[src/rtl/tester_pkg.sv]
// Shared definitions for the test sequencer and its helper blocks:
// state encodings, rtclock field widths and a small elaboration helper.
package tester_pkg;

    localparam int SEC_W   = 48;
    localparam int NSEC_W  = 30;
    localparam int TIME_W  = SEC_W + NSEC_W;
    localparam int STATE_W = 3;

    typedef enum logic [STATE_W-1:0] {
        ST_IDLE  = 3'd0,
        ST_WAIT  = 3'd1,
        ST_GUARD = 3'd2,
        ST_RUN   = 3'd3,
        ST_DRAIN = 3'd4,
        ST_DONE  = 3'd5
    } state_t;

    function automatic int max_int(input int a, input int b);
        return (a > b) ? a : b;
    endfunction

endpackage

[src/rtl/tester_time_cmp.sv]
// Unsigned "current time has reached start time" comparator over the full
// {sec, nsec} word. Because the whole concatenation is compared, an nsec
// rollover into the next second needs no special handling.
module tester_time_cmp
    import tester_pkg::*;
(
    input  logic [TIME_W-1:0] cur_time,
    input  logic [TIME_W-1:0] start_time,
    output logic              reached
);

    assign reached = (cur_time >= start_time);

endmodule

[config.mk]
export PLATFORM = sky130hd
export DESIGN_NAME = tester_time_cmp
export DESIGN_NICKNAME = d
export VERILOG_FILES = /design/src/rtl/tester_pkg.sv /design/src/rtl/tester_time_cmp.sv
export SDC_FILE = /design/constraint.sdc
export NUM_CORES = 1
export LEC_CHECK = 0
export CAP_MARGIN = 0
export CORE_MARGIN = 1
export CORE_UTILIZATION = 38
export DETAILED_ROUTE_END_ITERATION = 10
export GPL_ROUTABILITY_DRIVEN = 0
export PLACE_DENSITY = 0.94
export SLEW_MARGIN = 15
export SYNTH_ARGS = -nofsm -noshare
export SYNTH_HDL_FRONTEND = slang
export SYNTH_SLANG_ARGS = --single-unit
[constraint.sdc]
create_clock -name vclk -period 7.6
set_input_delay 2.28 -clock vclk [all_inputs]
set_output_delay 2.28 -clock vclk [all_outputs]
set_load 0.03 [all_outputs]
==> results of run 1 <==
==> final timing paths <==
path / from / to / cells after the start
hold / removal: start_time[77] / reached / 8
setup / recovery: start_time[36] / reached / 10
==> final cells by class <==
type                            count  share of cell area, %
Multi-Input combinational cell    198                   46.3
Tap cell                           67                   2.30
Timing Repair Buffer              157                   43.1
Inverter                           80                   8.24
==> through the flow <==
stage               utilization (%)  area (sq um)
floorplan                         -          1990
global placement               74.7          3640
detailed placement             74.7          3640
CTS                            74.7          3640
global route                   74.7          3640
finish                         74.7          3640
==> power by group <==
group | internal [mW] | switching, mW | total (mW)
sequential | 0 | 0 | 0
combinational | 0.113 | 0.0665 | 0.180
clock | 0 | 0 | 0
total | 0.113 | 0.0665 | 0.180
==> worst max-delay path: cells and delay by family <==
kind / cells / cell delay [ns]
AOI/OAI and AO/OA: 3 / 0.44
adders and majority gates: 1 / 0.30
buffers and inverters: 3 / 1.19
and+or+nand+nor: 3 / 0.65
==> layer usage <==
| layer | track usage (%) | up-vias |
|---|---|---|
| met5 | 0 | - |
| met4 | 8.18 | 0 |
| met3 | 4.34 | 22 |
| met2 | 51.6 | 115 |
| met1 | 19.6 | 1085 |
| li1 | - | 1281 |
==> kinds of logic after synthesis <==
family                     Yosys count  share of synthesized area (%)
adders and majority gates           78                           49.1
AOI/OAI and AO/OA                   63                           20.3
and+or+nand+nor                     57                           15.5
buffers and inverters               80                           15.1
==> synth_stat cells (all sizes together), types with 2 or more instances <==
library cell	number
nor3	2
a21oi	27
o21ai	10
a211oi	4
nand3	5
a31oi	3
nand2	17
nand4	16
nor4	4
inv	80
nor2b	2
o31ai	2
a21o	8
nor2	9
o211ai	3
ha	78
==> results.md, run 1 <==
- Status: finished clean
- Met2 wire len: 3610 um
- Multi-input logic area: 1690 sq um
- Layout Nets: 671
- DR pass1 iterations: 4
- Final hold slack: 6.06 ns
- Initial antenna violation count: 0
- Share of the synthesized area in the top cell type: 49.1%
- Core Area: 4880 sq um
- Setup violators final: 0
- Peak VDD IR: 0.0000267 V
- Crit path cell chain: clkdlybuf4s50_1 > inv_1 > ha_1 > nand4_1 > nor4_2 > a221oi_1 > o211ai_1 > a22oi_1 > nand3_1 > clkdlybuf4s50_1
- Cell Area, Synth: 1990 sq um
- Setup_tns: 0 ns
- Power per Cell Area: 49.4 nW/um^2
- First-pass GRT wire length: 10200 um
- Initial core utilization: 40.7%
- Slew Limit Fails: 0
- Mapped Avg Cell Area: 7.15 sq um
- Net count after synthesis: 512
- Synth top area cells: ha_1 49%, inv_1 15%, a21oi_1 6.8%, nand4_1 4.7%, nand2_1 3.2%
- Vias in the first global route: 2626
- I/O pin count: 157
- Tightest Pin Transition: 0.355 ns
- Layout fillers: 380
- YS warnings: 0
- Total track usage: 23.2%
- Leading area contributor after synthesis: ha_1
- Cell mode on critical path: clkdlybuf4s50_1
- RSZ-0062 raised after global routing: false
- Average wire per standard cell: 13.2 um
- # diodes: 0
- Peak Freq: 0.140 GHz
- Register area share after synthesis: 0%
- PnR Total Power: 0.180 mW
- DRC: 0
- Slowest stage cell on the critical path: clkdlybuf4s50_1
- Hold buffer count at CTS: 0
- Most common cell after layout, fill and taps aside: clkdlybuf4s50_1
- CP max stage delay: 0.70 ns
- Startpoint types: input port
- Critical path type: in2out
- Seq cells: 0
- Library cells used by synthesis: 28
- # rows: 25
- Area grow syn2layout: 83.3%
- Worst Setup Slack, final: 0.464 ns
- Layout cells sized above 1: 1.38%
- Largest net degree at the start of global routing: 5
- Dpl ws: 0.472 ns
- Port Buffer Count: 157
- Wl on met1: 2180 um
- Hold Path Class: in2out
- Final hold vios: 0
- Crit. End Element: output port
- PostCTS Resize Cnt: 0
- Routed met3 length: 582 um
- Detailed Route Iter0 Violations: 55
- Slew margin rel.: 76.3%
- Critical path required time: 5.32 ns
- Die Area: 5520 sq um
- Post CTS Setup Buffer Count: 0
- Vias: 2503
- Half-perimeter wire length after detailed placement: 6360 um
- Post-route clock period utilization: 93.9%
- Synthesized instance count: 278
- Number of vias per cell: 4.99
- Sequential Area: 0 sq um
- Critical Path Fanout Max: 3
- Die width: 74.3 um
- Die height: 74.3 um
- Finished Layout Cells: 502
- Max layer used: met4
- Cell total after placement: 502
- # clk buffers: 0
- Max-Cap Viols: 0
- Final wirelength: 6610 um
- Clock period minus worst slack: 7.14 ns
- Most frequent cells in the layout: 157 x clkdlybuf4s50_1, 80 x inv_1, 78 x ha_1
- Gr ovfl total: 0
- Final ANT Viol Nets: 0
- Static Leak: 1.87 nW
- Arrival time worst endpoint: 4.86 ns
Power figures use the tool's default switching activity.
==> run 2: changes to the inputs <==
- CAP_MARGIN: 0 -> not set
==> results of run 2 <==
The final DEF is identical to that of run 1; final timing and power are the same.
